==> config.mk <==
export PLATFORM = sky130hd
export DESIGN_NAME = tile_fetch_agu
export DESIGN_NICKNAME = d
export VERILOG_FILES = /design/src/rtl/tile_fetch_agu_pkg.sv /design/src/rtl/tile_fetch_agu_dim_counter.sv /design/src/rtl/tile_fetch_agu.sv
export SDC_FILE = /design/constraint.sdc
export NUM_CORES = 1
export LEC_CHECK = 0
export ABC_AREA = 1
export CAP_MARGIN = 20
export CELL_PAD_IN_SITES_DETAIL_PLACEMENT = 1
export CELL_PAD_IN_SITES_GLOBAL_PLACEMENT = 1
export CORE_MARGIN = 4
export CORE_UTILIZATION = 39
export CTS_CLUSTER_DIAMETER = 120
export DETAILED_ROUTE_END_ITERATION = 8
export PLACE_DENSITY_LB_ADDON = 0.2
export SLEW_MARGIN = 5
export SYNTH_ARGS = -nofsm -noshare
export SYNTH_HDL_FRONTEND = slang
export SYNTH_SLANG_ARGS = --single-unit
==> constraint.sdc <==
create_clock -name clk -period 2.54 [get_ports clk]
set_input_delay 0.635 -clock clk [delete_from_list [all_inputs] [get_ports clk]]
set_output_delay 0.635 -clock clk [all_outputs]
set_load 0.02 [all_outputs]
==> src/rtl/tile_fetch_agu_pkg.sv <==
// Shared widths, FSM encodings and state type for the tile fetch address generator.
// The optional FETCH_ROW_PITCH_EN build adds a row_pitch port to the top.
`ifndef WORD_ADDR_BITS
`define WORD_ADDR_BITS 16
`endif
`ifndef DATA_MAX_BITS
`define DATA_MAX_BITS 8
`endif
`ifndef FETCH_IDLE
`define FETCH_IDLE 2'd0
`endif
`ifndef FETCH_RUN
`define FETCH_RUN 2'd1
`endif
`ifndef FETCH_DONE
`define FETCH_DONE 2'd2
`endif

package tile_fetch_agu_pkg;

  typedef enum logic [1:0] {
    ST_IDLE = `FETCH_IDLE,
    ST_RUN  = `FETCH_RUN,
    ST_DONE = `FETCH_DONE
  } fetch_state_t;

  localparam int FETCH_STATE_W = 2;

endpackage

==> src/rtl/tile_fetch_agu_dim_counter.sv <==
// Wrap counter for one tile dimension; idx returns to 0 after reaching size-1.
module fetch_dim_counter
  import tile_fetch_agu_pkg::*;
#(
  parameter int DIM_W = `DATA_MAX_BITS
) (
  input  logic             clk,
  input  logic             rst,
  input  logic             clr,
  input  logic             inc,
  input  logic [DIM_W-1:0] size,
  output logic [DIM_W-1:0] idx,
  output logic             last
);

  assign last = (idx == size - DIM_W'(1));

  always_ff @(posedge clk or negedge rst) begin
    if (!rst) begin
      idx <= '0;
    end else if (clr) begin
      idx <= '0;
    end else if (inc) begin
      idx <= last ? '0 : idx + DIM_W'(1);
    end
  end

endmodule

==> src/rtl/tile_fetch_agu.sv <==
// Channel x row x column read-address walker for the operand fetch path.
// Define FETCH_ROW_PITCH_EN to add a row_pitch port for strided sub-tiles.
//
// state   | meaning
// IDLE    | waiting for start; config inputs sampled on start
// RUN     | presenting one address per handshake
// DONE    | one-cycle done pulse, then back to IDLE
module tile_fetch_agu
  import tile_fetch_agu_pkg::*;
#(
  parameter int ADDR_W = `WORD_ADDR_BITS,
  parameter int DIM_W  = `DATA_MAX_BITS
) (
  input  logic              clk,
  input  logic              rst,
  input  logic              start,
  input  logic              abort,
  input  logic [ADDR_W-1:0] src_addr,
  input  logic [DIM_W-1:0]  channels,
  input  logic [DIM_W-1:0]  rows,
  input  logic [DIM_W-1:0]  cols,
`ifdef FETCH_ROW_PITCH_EN
  input  logic [ADDR_W-1:0] row_pitch,
`endif
  output logic              addr_valid,
  input  logic              addr_ready,
  output logic [ADDR_W-1:0] addr_out,
  output logic              wen,
  output logic [DIM_W-1:0]  channel_index,
  output logic [DIM_W-1:0]  row_index,
  output logic [DIM_W-1:0]  col_index,
  output logic              busy,
  output logic              done
);

  fetch_state_t state, state_nxt;

  logic [DIM_W-1:0]  ch_sz, row_sz, col_sz;
  logic [ADDR_W-1:0] row_step, row_base, row_step_in, next_row_base;
  logic accept, hs, zero_dim;
  logic col_last, row_last, ch_last;
  logic row_inc, ch_inc, final_hs;

  assign wen = 1'b0;

`ifdef FETCH_ROW_PITCH_EN
  assign row_step_in = row_pitch;
`else
  assign row_step_in = ADDR_W'(cols);
`endif

  assign accept   = (state == ST_IDLE) && start && !abort;
  assign zero_dim = (channels == '0) || (rows == '0) || (cols == '0);
  assign hs       = addr_valid && addr_ready;
  assign row_inc  = hs && col_last;
  assign ch_inc   = row_inc && row_last;
  assign final_hs = ch_inc && ch_last;
  assign next_row_base = row_base + row_step;

  fetch_dim_counter #(.DIM_W(DIM_W)) u_col (
    .clk(clk), .rst(rst), .clr(accept), .inc(hs),
    .size(col_sz), .idx(col_index), .last(col_last)
  );

  fetch_dim_counter #(.DIM_W(DIM_W)) u_row (
    .clk(clk), .rst(rst), .clr(accept), .inc(row_inc),
    .size(row_sz), .idx(row_index), .last(row_last)
  );

  fetch_dim_counter #(.DIM_W(DIM_W)) u_ch (
    .clk(clk), .rst(rst), .clr(accept), .inc(ch_inc),
    .size(ch_sz), .idx(channel_index), .last(ch_last)
  );

  always_comb begin
    state_nxt = state;
    case (state)
      ST_IDLE: if (accept) state_nxt = zero_dim ? ST_DONE : ST_RUN;
      ST_RUN: begin
        if (abort)         state_nxt = ST_IDLE;
        else if (final_hs) state_nxt = ST_DONE;
      end
      ST_DONE: state_nxt = ST_IDLE;
      default: state_nxt = ST_IDLE;
    endcase
  end

  // Status outputs are registered from the next state so none of them is a decode.
  always_ff @(posedge clk or negedge rst) begin
    if (!rst) begin
      state      <= ST_IDLE;
      addr_valid <= 1'b0;
      busy       <= 1'b0;
      done       <= 1'b0;
    end else begin
      state      <= state_nxt;
      addr_valid <= (state_nxt == ST_RUN);
      busy       <= (state_nxt == ST_RUN);
      done       <= (state_nxt == ST_DONE);
    end
  end

  always_ff @(posedge clk or negedge rst) begin
    if (!rst) begin
      ch_sz    <= '0;
      row_sz   <= '0;
      col_sz   <= '0;
      row_step <= '0;
      row_base <= '0;
      addr_out <= '0;
    end else if (accept) begin
      ch_sz    <= channels;
      row_sz   <= rows;
      col_sz   <= cols;
      row_step <= row_step_in;
      row_base <= src_addr;
      addr_out <= src_addr;
    end else if (hs) begin
      // Row base keeps stepping across channel boundaries; the tile is one flat walk.
      if (col_last) begin
        row_base <= next_row_base;
        addr_out <= next_row_base;
      end else begin
        addr_out <= addr_out + ADDR_W'(1);
      end
    end
  end

endmodule

# --- Word-level counts from Yosys, hierarchy flattened ---
# Index checks and enable logic that the tools add are counted.
totals:
  out_inout_bits: 44
  reg_bits: 84
classes:
  muxes: 20
  n_eq_ne: 6
  n_reduce_logical: 18
  add_sub_neg: 8
op_table:
  columns: ["operator", "count"]
  rows:
  - ["two-way mux 16 bit", 6]
  - ["two-way mux 8 bit", 9]
  - ["adder 8 x 1 -> 8 bit (second input constant)", 3]
  - ["== test 8 bit", 3]
  - ["logical NOT 8 bit", 3]
  - ["subtractor 8 x 1 -> 8 bit (second input constant)", 3]
  - ["adder 16 x 1 -> 16 bit (second input constant)", 1]
  - ["adder 16 x 8 -> 16 bit", 1]
  - ["two-way mux 2 bit", 4]
  - ["nonzero test 2 bit", 4]
  - ["logical AND 1 bit", 6]
  - ["== test 2 x 1 -> 1 bit (second input constant)", 2]
  - ["one-hot mux 2 bit (2 select lines)", 1]
  - ["== test 2 bit (second input constant)", 1]
  - ["logical NOT 2 bit", 1]
  - ["logical OR 1 bit", 2]
  - ["AND reduction 2 bit", 1]
  - ["logical NOT 1 bit", 1]

# --- Longest topological paths before layout ---
# Gate-level depths: netlist of run 1.
depth:
  ltp_word: 9
  mapped_depth: 18

# --- Modules after synthesis ---
# Synthesis of run 1 repeated with hierarchy kept, for this count alone.
unflattened:
  hier_cells: 902
  area_unflattened_um2: 6033.3
by_module_without_submodules:
  columns: ["module", "n_inst", "area_per_inst_um2", "cells_each"]
  rows:
  - ["tile_fetch_agu", 1, 3781.1, 542]
  - ["fetch_dim_counter", 3, 750.7, 120]

# --- Worst setup path before layout of run 1 ---
# No wires, ideal clock.
synth_timing:
  kind: "reg-to-reg"
  from: "reg row_step[0]"
  to: "reg addr_out[8]"
  slack_ns: 0.392
  n_path_buf: 0
  stages_incl_launch_ff: 14
  setup_ns: 0.117
  arrival_time_ns: 2.031
  path_cell_list: "dfrtp_1 -> ha_1 -> inv_1 -> fa_1 -> o21ai_0 -> nand3_1 -> nand2_1 -> nand2_1 -> nand2_1 -> nand3_1 -> nand3_1 -> nand2_1 -> nand2_1 -> nand2_1"
synth_between:
  elab_chain_len: 5
synth_lines:
  columns: ["item", "line", "text"]
  rows:
  - ["from (decl)", "tile_fetch_agu.sv:39", "logic [ADDR_W-1:0] row_step, row_base, row_step_in, next_row_base;"]
  - ["from (signal assigned)", "tile_fetch_agu.sv:115", "row_step <= row_step_in;"]
  - ["subtractor 8 x 1 -> 8 bit", null, null]
  - ["== test 8 bit", null, null]
  - ["two-way mux 16 bit *", "tile_fetch_agu.sv:120", "if (col_last) begin"]
  - ["two-way mux 16 bit *", "tile_fetch_agu.sv:118", "end else if (hs) begin"]
  - ["two-way mux 16 bit *", "tile_fetch_agu.sv:111", "end else if (accept) begin"]
  - ["to (signal assigned)", "tile_fetch_agu.sv:117", "addr_out <= src_addr;"]
  - ["to (signal assigned)", "tile_fetch_agu.sv:122", "addr_out <= next_row_base;"]
  - ["to (signal assigned)", "tile_fetch_agu.sv:124", "addr_out <= addr_out + ADDR_W'(1);"]
  - ["to (decl)", "tile_fetch_agu.sv:27", "output logic [ADDR_W-1:0] addr_out,"]
# Every way passes the cells marked *; elsewhere a longest branch is shown, timed or not. The select of a mux whose other input is x is not followed.
# A chain may end at the register's enable or synchronous reset.

# --- Final worst setup path of run 1 ---
layout_timing:
  from: "reg row_step[1]"
  to: "reg row_base[12]"
layout_between:
  elab_chain_len: 4
layout_lines:
  columns: ["item", "line", "text"]
  rows:
  - ["adder 16 x 8 -> 16 bit / subtractor 8 x 1 -> 8 bit (equally long branches)", null, null]
  - ["two-way mux 16 bit / == test 8 bit (equally long branches)", null, null]
  - ["two-way mux 16 bit / nonzero test 2 bit (equally long branches)", null, null]
  - ["two-way mux 16 bit / AND reduction 2 bit (equally long branches)", null, null]
  - ["to (signal assigned)", "tile_fetch_agu.sv:116", "row_base <= src_addr;"]
  - ["to (signal assigned)", "tile_fetch_agu.sv:121", "row_base <= next_row_base;"]
  - ["to (decl)", "tile_fetch_agu.sv:39", null]
# Several ways; a longest one is shown, not always the timed one. The select of a mux whose other input is x is not followed.

==> results of run 1 <==
-- sequential cells by signal (all words and copies together) (netlist names) --
name       count
u_ch.idx       8
row_step       8
done           1
u_col.idx      8
row_base      16
busy           1
ch_sz          8
row_sz         8
u_row.idx      8
state          2
addr_out      16
-- synthesized netlist by cell type (all sizes together) --
master	count	area [µm²]
xor3	1	23.8
a21boi	1	7.51
buf	9	61.3
conb	1	3.75
nor3b	1	7.51
nand2b	1	6.26
fa	1	20.0
o221ai	1	8.76
a21oi	10	50.1
nor3	8	40.0
nand2	307	1180
a31o	1	8.76
nor2	68	295
xnor2	14	123
xor2	31	272
nand3b	8	60.1
o21ai	64	320
dfrtp	84	2100
ha	15	188
nand3	67	335
inv	140	526
a21o	1	7.51
o21bai	1	7.51
clkbuf	16	60.1
nor4	2	12.5
or2	3	18.8
nand4	28	175
o22ai	3	18.8
-- report_power, final --
| part | switching (mW) | internal [mW] |
|---|---|---|
| Combinational | 1.72 | 1.18 |
| Sequential | 0.407 | 1.69 |
| Clock | 0.555 | 0.729 |
-- kinds of logic after synthesis --
group                      count (synthesis)  synth area share (%)
other                                      1                0.0631
AOI/OAI and AO/OA                         82                  7.22
DFF                                       84                  35.4
xor gates and xnor gates                  46                  7.03
buffers and inverters                    165                  10.9
adders and majority gates                 16                  3.50
and+or+nand+nor                          493                  35.9
-- path summary, 6_finish.rpt --
kind	start	end	slack (ns)	depth (start not counted)
worst max register to register	row_step[1]$_DFFE_PN0P_	row_base[12]$_DFFE_PN0P_	0.23	15
worst max-delay path	row_step[1]$_DFFE_PN0P_	row_base[12]$_DFFE_PN0P_	0.23	15
max in group asynchronous	rst	u_col.idx[2]$_DFFE_PN0P_	1.82	2
worst min-delay path	rst	u_row.idx[6]$_DFFE_PN0P_	0.1	1
worst min register to register	ch_sz[2]$_DFFE_PN0P_	ch_sz[2]$_DFFE_PN0P_	0.50	2
min in group clk	ch_sz[2]$_DFFE_PN0P_	ch_sz[2]$_DFFE_PN0P_	0.50	2
-- routing by layer --
| metal | global-route usage (%) | up-vias |
|---|---|---|
| met5 | 0 | - |
| met2 | 39.5 | 76 |
| met4 | 5.25 | 0 |
| met1 | 26.4 | 2846 |
| met3 | 4.01 | 18 |
| li1 | - | 2956 |
-- layout make-up --
type,count,area (µm²),share of cell area [%]
multi-input combinational,638,3210,43.4
sequential,84,2100,28.4
timing repair buffer,106,1050,14.2
inverter,140,526,7.11
clock buffer,12,267,3.60
tap,184,230,3.11
clock inverter,2,10.0,0.135
-- what timing repair did --
action                     4_1_cts  5_1_grt
setup buffers                    0        0
setup endpoints to repair        0       13
resized for setup                0        5
-- worst max-delay path: cells and delay by family (launching register included) --
kind / cells / cell delay (ns)
adders and majority gates: 1 / 0.24
buffers and inverters: 3 / 0.45
DFF: 1 / 0.41
AOI/OAI and AO/OA: 1 / 0.08
and+or+nand+nor: 10 / 1.03
==> results by group, run 1 <==
STA
  – Final worst slack: approximately 0.23 ns
  – RSZ-0062 raised after global routing: false
  – Min Hold Slack: 0.0990 ns
  – Final min period: roughly 2.3 ns
  – Max Clock Freq: between 0.4 and 0.5 GHz
  – Final Setup Violations: 0
  – Worst Skew: around 0.0074 ns
  – Final number of max-transition violations: 0
  – Total negative slack: 0 ns
  – Tcrit/Tclk final: between 90 and 100%
  – Hold Fails Final Rpt: 0

Cells and area
  – Final Non-Filler Cells: roughly 1200
  – Fin area: ~7400 µm²
  – Layout area overhead: 24.5%
  – Layout net count: between 1000 and 1500
  – Antenna cell count: 0
  – Utilization after layout: between 50% and 60%
  – Fillers: 1940
  – Fraction of layout cells with a size suffix above 1: under 10%
  – Most frequent cells in the layout: 300 x nand2_1, 137 x inv_1, 86 x clkdlybuf4s50_1
  – Most common cell after layout, fill and taps aside: nand2_1

Outcome
  – Status: complete, no violations

Critical path
  – Startpoint Class: flop
  – Largest stage delay, worst path: 0.41 ns
  – Worst Path Max Fanout: 15
  – Slowest-stage cell, CP: dfrtp_1
  – CP arrival: roughly 2.6 ns
  – CP required: approximately 2.8 ns
  – Critical path cell sequence: inv_1 > ha_1 > nand3_2 > nor2_1 > nand2_1 > nand3_1 > nand2_1 > nor2_4 > nand2_4 > nand2_4 > nand2_4 > inv_2 > buf_4 > nand2_1 > o21ai_0
  – Crit path capture type: flop
  – Critical path class: reg2reg

Global route
  – Number of global-route vias before repair: about 6400
  – Initial antenna violation count: 0
  – First-pass GRT wire length: roughly 30000 µm
  – GRT Residual Overflow: 0
  – Pin count of the biggest net entering global routing: about 80
  – Tot GR Track Use: around 22%

Placement
  – Final GP Congestion: about 0.80
  – Worst slack, placed: 0.0747 ns
  – Hpwl dp: 13800 µm
  – Port Buffer Count: between 80 and 90
  – Inst Count DP: ~1200
  – DP Area: between 7000 and 8000 µm²

Yosys
  – Syn Inst Count: 887
  – Post-synthesis sequential area ratio: between 30% and 40%
  – Mapped Nets: 948
  – Ys Warns: 0
  – Yosys reg bits: 84
  – Syn Area/Cell: 6.70 µm²
  – Post-synthesis cell area: 5940 µm²
  – Synth unique cells: 37

Route
  – Highest metal used: met4
  – WL per Instance: between 15 and 20 µm
  – Vias per inst: approximately 5.1
  – Remaining DRCs: 0
  – Drt initial violations: about 210
  – Vias: 5896
  – Total length of routed met2 wires: 9150 µm
  – Met1 Routed Length: 8040 µm
  – Pre-antenna DRT Iters: 4
  – Routed length on met3: between 400 and 500 µm
  – Post-route ant nets: 0
  – DRT Wirelength: between 15000 and 20000 µm

Die
  – Die Area: about 17000 µm²
  – Die height: ~130 µm
  – Die X-Extent: 131 µm
  – IO Count: 89
  – Row Count: 44
  – Initial Util: between 40% and 50%
  – Core ar.: around 15000 µm²

Clock network
  – H-tree Lvls: 3
  – Clock Path Buffers: 2
  – Clock Latency Late Sink: around 0.35 ns
  – CTS Buf Count: 9
  – Clock transition at path regs: roughly 0.060 ns
  – Hold_buf cts: 0
  – CTS tree: built
  – CTS Root Cell: clkbuf_16
  – CTS Sinks: between 80 and 90

Power
  – Power Dens Cells: between 800 and 900 nW/µm²
  – Peak VDD IR: 0.394 mV
  – Power Total: 6.28 mW
  – Leak Pwr: 3.92 nW

Job
  – Max-Cap Viols: 0

Min path
  – Hold crit path type: in2async
No activity file was read; power rests on OpenSTA's default activity.
==> run 2, diff against run 1 <==
- CORE_MARGIN: 4 -> unset
==> results by group, run 2 (synthesized netlist as in run 1, its figures left out) <==
Outcome
  – Status: complete, no violations

Min path
  – Hold crit path type: in2async

Clock network
  – CTS Root Cell: clkbuf_16
  – Hold_buf cts: 0 (unchanged)
  – Clock transition at path regs: 0.06 ns (about the same)
  – H-tree Lvls: 3 (unchanged)
  – Clock Path Buffers: 2 (unchanged)
  – CTS Sinks: 84 (unchanged)
  – CTS Buf Count: 9 (unchanged)
  – CTS tree: built
  – Clock Latency Late Sink: 0.35 ns (about the same)

Route
  – Remaining DRCs: 0 (unchanged)
  – Pre-antenna DRT Iters: 6 (+2)
  – Vias: 5912 (+0.27%)
  – Post-route ant nets: 0 (unchanged)
  – DRT Wirelength: 18000 µm (+0.26%)
  – Drt initial violations: 223 (+8.3%)
  – Vias per inst: 5.05 (about the same)
  – WL per Instance: 15.4 µm (about the same)

STA
  – Final number of max-transition violations: 0 (unchanged)
  – Max transition margin: approximately 64%
  – Max Clock Freq: 0.424 GHz (-2.2%)
  – Worst-margin pin slew: approximately 0.54 ns
  – RSZ-0062 raised after global routing: false
  – Hold Fails Final Rpt: 0 (unchanged)
  – Tcrit/Tclk final: 92.9% (+2.0 points)
  – Final worst slack: 0.181 ns (-0.0515 ns)
  – Total negative slack: 0 ns (unchanged)
  – Final min period: 2.36 ns (+0.0515 ns)
  – Worst Skew: 0.00533 ns (-0.00212 ns)
  – Final Setup Violations: 0 (unchanged)

Global route
  – Tot GR Track Use: 24.5% (+2.9 points)
  – GRT Residual Overflow: 0 (unchanged)
  – Initial antenna violation count: 0 (unchanged)
  – First-pass GRT wire length: 30800 µm (about the same)
  – Number of global-route vias before repair: 6247 (-1.7%)
  – Pin count of the biggest net entering global routing: 78 (unchanged)

Placement
  – Hpwl dp: 13500 µm (-2.2%)
  – Final GP Congestion: 0.838 (+4.4%)
  – Worst slack, placed: 0.0647 ns (-0.0101 ns)
  – Inst Count DP: 1151 (-0.087%)
  – Port Buffer Count: 87 (unchanged)
  – DP Area: 7090 µm² (-0.11%)

Cells and area
  – Antenna cell count: 0 (unchanged)
  – Fraction of layout cells with a size suffix above 1: 6.49% (+0.48 points)
  – Fillers: 1914 (-1.3%)
  – Fin area: 7450 µm² (+0.74%)
  – Layout net count: 1042 (+0.19%)
  – Final Non-Filler Cells: 1170 (+0.34%)
  – Top Registers: addr_out x16, row_base x16
  – Most common cell after layout, fill and taps aside: nand2_1
  – Most frequent cells in the layout: 300 x nand2_1, 136 x inv_1, 86 x clkdlybuf4s50_1
  – Utilization after layout: 50.7% (+0.56 points)
  – Layout area overhead: 25.4%

Critical path
  – Reg2reg end: u_ch.idx[7]$_DFFE_PN0P_
  – CP arrival: 2.60 ns (+0.03 ns)
  – Register-to-Register Path Depth: 14 (-1)
  – CP required: 2.78 ns (-0.03 ns)
  – Crit path capture type: flop
  – Startpoint Class: flop
  – Worst Path Max Fanout: 13 (-2)
  – Critical path cell sequence: nor2_2 > nand2_2 > nor2_2 > nand2_1 > nand3_1 > nand2_1 > nor2_4 > nand2_4 > nand2_4 > nand2_4 > inv_2 > nand2_2 > nand2_1 > nand2_1
  – Most used cell, CP: nand2_1
  – R2R setup slack: 0.18 ns (-0.05 ns)
  – Largest stage delay, worst path: 0.47 ns (+0.06 ns)
  – Critical path class: reg2reg
  – Worst r2r src: row_step[2]$_DFFE_PN0P_
  – Slowest-stage cell, CP: dfrtp_1

Die
  – Core ar.: 14700 µm² (-0.37%)
  – Die Area: 15700 µm² (-8.9%)
  – Initial Util: 40.4% (+0.15 points)
  – Die height: 125 µm (-4.6%)
  – IO Count: 89 (unchanged)
  – Die X-Extent: 125 µm (-4.6%)
  – Row Count: 44 (unchanged)

Power
  – Clock network fraction of total power: 22.0% (+1.5 points)
  – Leak Pwr: 3.94 nW (+0.48%)
  – Switching Share: 42.1% (-0.57 points)
  – Int Pwr: 3.72 mW (+3.2%)
  – Peak VDD IR: 0.382 mV (-3.1%)
  – Combinational share of power: 45.3% (-0.9 points)
  – Power Dens Cells: 862 nW/µm² (+1.5%)
  – P_sw: 2.70 mW (+0.85%)
  – Flop pwr share: 32.7% (-0.7 points)

Job
  – Max-Cap Viols: 0 (unchanged)
==> run 2: cell count changes in the layout (fill, tap and decap cells not counted), sizes merged <==
cell,delta
clkbuf,+1
buf,+2
bufinv,+1
==> run 2: metrics by stage <==
step | hold slack (ns) | power, mW
global placement | 0.473 | 4.90
CTS | 0.290 | 6.46
detailed placement | 0.475 | 5.00
floorplan | 0.339 | 3.95
finish | 0.267 | 6.42
global route | 0.304 | 6.96
==> run 2: cell type report <==
| type | count | area, µm² | share of cell area, % |
|---|---|---|---|
| Timing Repair Buffer | 108 | 1070 | 14.3 |
| Inverter | 140 | 526 | 7.06 |
| Tap cell | 184 | 230 | 3.09 |
| Sequential cell | 84 | 2100 | 28.2 |
| Multi-Input combinational cell | 638 | 3210 | 43.1 |
| Clock inverter | 3 | 43.8 | 0.588 |
| Clock buffer | 13 | 270 | 3.63 |
==> run 2: worst max path at each step <==
stage	startpoint	slack (ns)	endpoint	cells after the start
after floorplan	row_step[0]$_DFFE_PN0P_	0.39	addr_out[8]$_DFFE_PN0P_	13
after global placement	start	0.09	addr_out[14]$_DFFE_PN0P_	12
after detailed placement	start	0.06	addr_out[14]$_DFFE_PN0P_	12
after CTS	row_step[1]$_DFFE_PN0P_	0.05	u_ch.idx[7]$_DFFE_PN0P_	13
after global routing	row_step[2]$_DFFE_PN0P_	0.007	u_ch.idx[2]$_DFFE_PN0P_	14
final	row_step[2]$_DFFE_PN0P_	0.18	u_ch.idx[7]$_DFFE_PN0P_	14
==> run 2: worst max-delay path: cells and delay by family (launching register included) <==
family	cells	cell delay (ns)
buffers and inverters	1	0.13
flip-flops	1	0.47
AND/OR/NAND/NOR	13	1.64
==> run 2: layer usage <==
layer | track usage (%) | share of wire [%] | vias up | wire length [µm]
met3 | 4.49 | 2.5 | 16 | 443
li1 | - | - | 2954 | -
met2 | 43.8 | 51 | 68 | 9120
met1 | 30.7 | 46 | 2874 | 8220
met4 | 5.24 | 1.1 | 0 | 201
met5 | 0 | 0 | - | 0
==> run 2: power groups by stage <==
stage               clock, mW  combinational, mW  sequential [mW]
global placement            0               2.79             2.11
detailed placement          0               2.88             2.12
finish                   1.41               2.91             2.10
floorplan                   0               1.76             2.19
global route             1.49               3.30             2.16
CTS                      1.45               2.91             2.10
==> run 2: what timing repair did <==
item	in CTS	in global routing
setup buffers	0	3
setup endpoints to repair	0	52
gates resized for setup	0	7
==> run 3, diff against run 2 <==
- RECOVER_POWER: unset -> 50
- SLEW_MARGIN: 5 -> unset
- clock period: 2.54 -> 2.36 ns (I/O delays scaled with it)
==> results by group, run 3 (synthesized netlist as in run 1, its figures left out) <==
Outcome
  – Status: finished, violations left
  – Failing checks: design-rule violations

Cells and area
  – Antenna cell count: 0 (unchanged)
  – Fillers: 1933 (+0.99%)
  – Fraction of layout cells with a size suffix above 1: 7.34% (+0.85 points)
  – Final Non-Filler Cells: 1178 (+0.68%)
  – Layout area overhead: 26.0%
  – Layout net count: 1051 (+0.86%)
  – Most common cell after layout, fill and taps aside: nand2_1
  – Utilization after layout: 50.9% (+0.26 points)
  – Top Registers: addr_out x16, row_base x16
  – Most frequent cells in the layout: 300 x nand2_1, 136 x inv_1, 85 x clkdlybuf4s50_1

Critical path
  – Worst r2r src: row_step[0]$_DFFE_PN0P_
  – Critical path cell sequence: dlygate4sd3_1 > inv_1 > nor2_1 > nand2_2 > inv_1 > nor2_2 > inv_1 > buf_4 > nand2_1 > nand3b_1 > o21ai_0 > nor2_1
  – Worst Path Max Fanout: 13 (unchanged)
  – Startpoint Class: input port
  – Reg2reg end: u_row.idx[5]$_DFFE_PN0P_
  – CP arrival: 2.42 ns (-0.18 ns)
  – R2R setup slack: 0.21 ns (+0.03 ns)
  – Register-to-Register Path Depth: 16 (+2)
  – Crit path capture type: flop
  – Most used cell, CP: inv_1
  – Critical path class: in2reg
  – Slowest-stage cell, CP: dlygate4sd3_1
  – CP required: 2.60 ns (-0.18 ns)
  – Largest stage delay, worst path: 0.53 ns (+0.06 ns)

STA
  – RSZ-0062 raised after global routing: false
  – Final worst slack: 0.180 ns (-0.000735 ns)
  – Max Clock Freq: about 0.46 GHz
  – Hold Fails Final Rpt: 0 (unchanged)
  – Final Setup Violations: 0 (unchanged)
  – Total negative slack: 0 ns (unchanged)
  – Max transition margin: 22.4% (-42 points)
  – Tcrit/Tclk final: between 90 and 100%
  – Worst Skew: 0.00579 ns (+0.000461 ns)
  – Final number of max-transition violations: 0 (unchanged)
  – Worst-margin pin slew: 1.16 ns (+0.626 ns)
  – Final min period: roughly 2.2 ns

Placement
  – Port Buffer Count: 87 (unchanged)
  – Inst Count DP: 1159 (+0.70%)
  – Hpwl dp: 13800 µm (+1.9%)
  – Final GP Congestion: 0.879 (+4.9%)
  – Worst slack, placed: -0.106 ns (-0.170 ns)

Power
  – P_sw: 2.93 mW (+8.6%)
  – Power Dens Cells: 911 nW/µm² (+5.6%)
  – Switching Share: 43.0% (+0.94 points)
  – Int Pwr: 3.88 mW (+4.5%)
  – Combinational share of power: 46.7% (+1.4 points)
  – Peak VDD IR: 0.476 mV (+25%)
  – Leak Pwr: 3.97 nW (+0.63%)
  – Flop pwr share: 33.0% (+0.3 points)
  – Clock network fraction of total power: 20.3% (-1.7 points)

Global route
  – GRT Residual Overflow: 0 (unchanged)
  – First-pass GRT wire length: 30400 µm (-1.5%)
  – Number of global-route vias before repair: 6239 (-0.13%)
  – Pin count of the biggest net entering global routing: 43 (-45%)
  – Initial antenna violation count: 0 (unchanged)
  – Tot GR Track Use: 24.3% (-0.29 points)

Route
  – Vias per inst: 5.06 (+0.13%)
  – Remaining DRCs: 4 (+4)
  – Pre-antenna DRT Iters: 9 (+3)
  – DRT Wirelength: 18100 µm (+0.43%)
  – Drt initial violations: 252 (+13%)
  – Vias: 5960 (+0.81%)
  – Post-route ant nets: 0 (unchanged)
  – WL per Instance: 15.3 µm (-0.25%)

Die
  – Die Area: 15700 µm² (unchanged)
  – Core ar.: 14700 µm² (unchanged)
  – Die X-Extent: 125 µm (unchanged)
  – IO Count: 89 (unchanged)
  – Die height: 125 µm (unchanged)
  – Initial Util: 40.4% (unchanged)
  – Row Count: 44 (unchanged)

Clock network
  – CTS tree: built
  – CTS Root Cell: clkbuf_16
  – Clock Path Buffers: 2 (unchanged)
  – Clock Latency Late Sink: 0.35 ns (about the same)
  – CTS Buf Count: 9 (unchanged)
  – Clock transition at path regs: 0.06 ns (about the same)
  – Hold_buf cts: 0 (unchanged)
  – CTS Sinks: 84 (unchanged)
  – H-tree Lvls: 3 (unchanged)

Job
  – Max-Cap Viols: 0 (unchanged)

Min path
  – Hold crit path type: in2async
-- run 3: cell types whose count changed in the layout (fill, tap and decap cells not counted), moves of 2 or more --
| cell | change |
|---|---|
| buf_4 | +5 |
| clkbuf_1 | +3 |
| clkbuf_2 | +2 |
| nor2_1 | -3 |
| nor2_2 | +2 |
-- run 3: layout make-up --
type | instances | area [µm²] | area share (%)
multi-input combinational | 638 | 3230 | 43.1
sequential | 84 | 2100 | 28.1
timing repair buffer | 117 | 1130 | 15.1
inverter | 140 | 528 | 7.05
clock buffer | 13 | 260 | 3.48
tap | 184 | 230 | 3.07
clock inverter | 2 | 10.0 | 0.134
-- run 3: worst max-delay path by stage --
stage                            startpoint                       end  slack (ns)
finish                                start  addr_out[14]$_DFFE_PN0P_        0.18
global route                            rst  u_col.idx[4]$_DFFE_PN0P_        0.01
CTS                 row_step[1]$_DFFE_PN0P_  u_row.idx[2]$_DFFE_PN0P_        0.01
detailed placement                    start  addr_out[14]$_DFFE_PN0P_       -0.11
global placement                      start  addr_out[14]$_DFFE_PN0P_       -0.04
floorplan           row_step[0]$_DFFE_PN0P_   addr_out[8]$_DFFE_PN0P_        0.21
-- run 3: what timing repair did --
action	CTS	global route
pin swaps	0	2
gates resized for setup	3	11
endpoints found under the setup margin	8	58
setup buffers	0	3
gates cloned	0	1
-- run 3: routing by layer --
layer / global-route usage, % / vias to the layer above / part of all wire [%]
met2: 43.9 / 75 / 51
met5: 0 / - / 0
met3: 3.94 / 18 / 3.0
li1: - / 2970 / -
met1: 29.8 / 2897 / 45
met4: 6.17 / 0 / 1.5
-- run 3: per-stage QoR --
step | area (µm²) | power [mW] | hold WS (ns)
2_1_floorplan | 5940 | 4.25 | 0.294
3_3_place_gp | 7150 | 5.31 | 0.471
3_5_place_dp | 7150 | 5.42 | 0.487
4_1_cts | 7440 | 6.85 | 0.262
5_1_grt | 7490 | 7.36 | 0.524
6_report | 7490 | 6.82 | 0.446
-- run 3: worst max-delay path, delay by kind of cell --
family,cells,cell delay (ns)
compound gates,1,0.17
simple gates,6,0.55
buf+inv,5,1.11
-- run 3: power by group through the flow --
stage	Clock (mW)	Sequential, mW	Combinational [mW]
floorplan	0	2.36	1.90
global placement	0	2.27	3.04
detailed placement	0	2.27	3.14
CTS	1.41	2.25	3.18
global route	1.45	2.32	3.60
finish	1.38	2.25	3.18
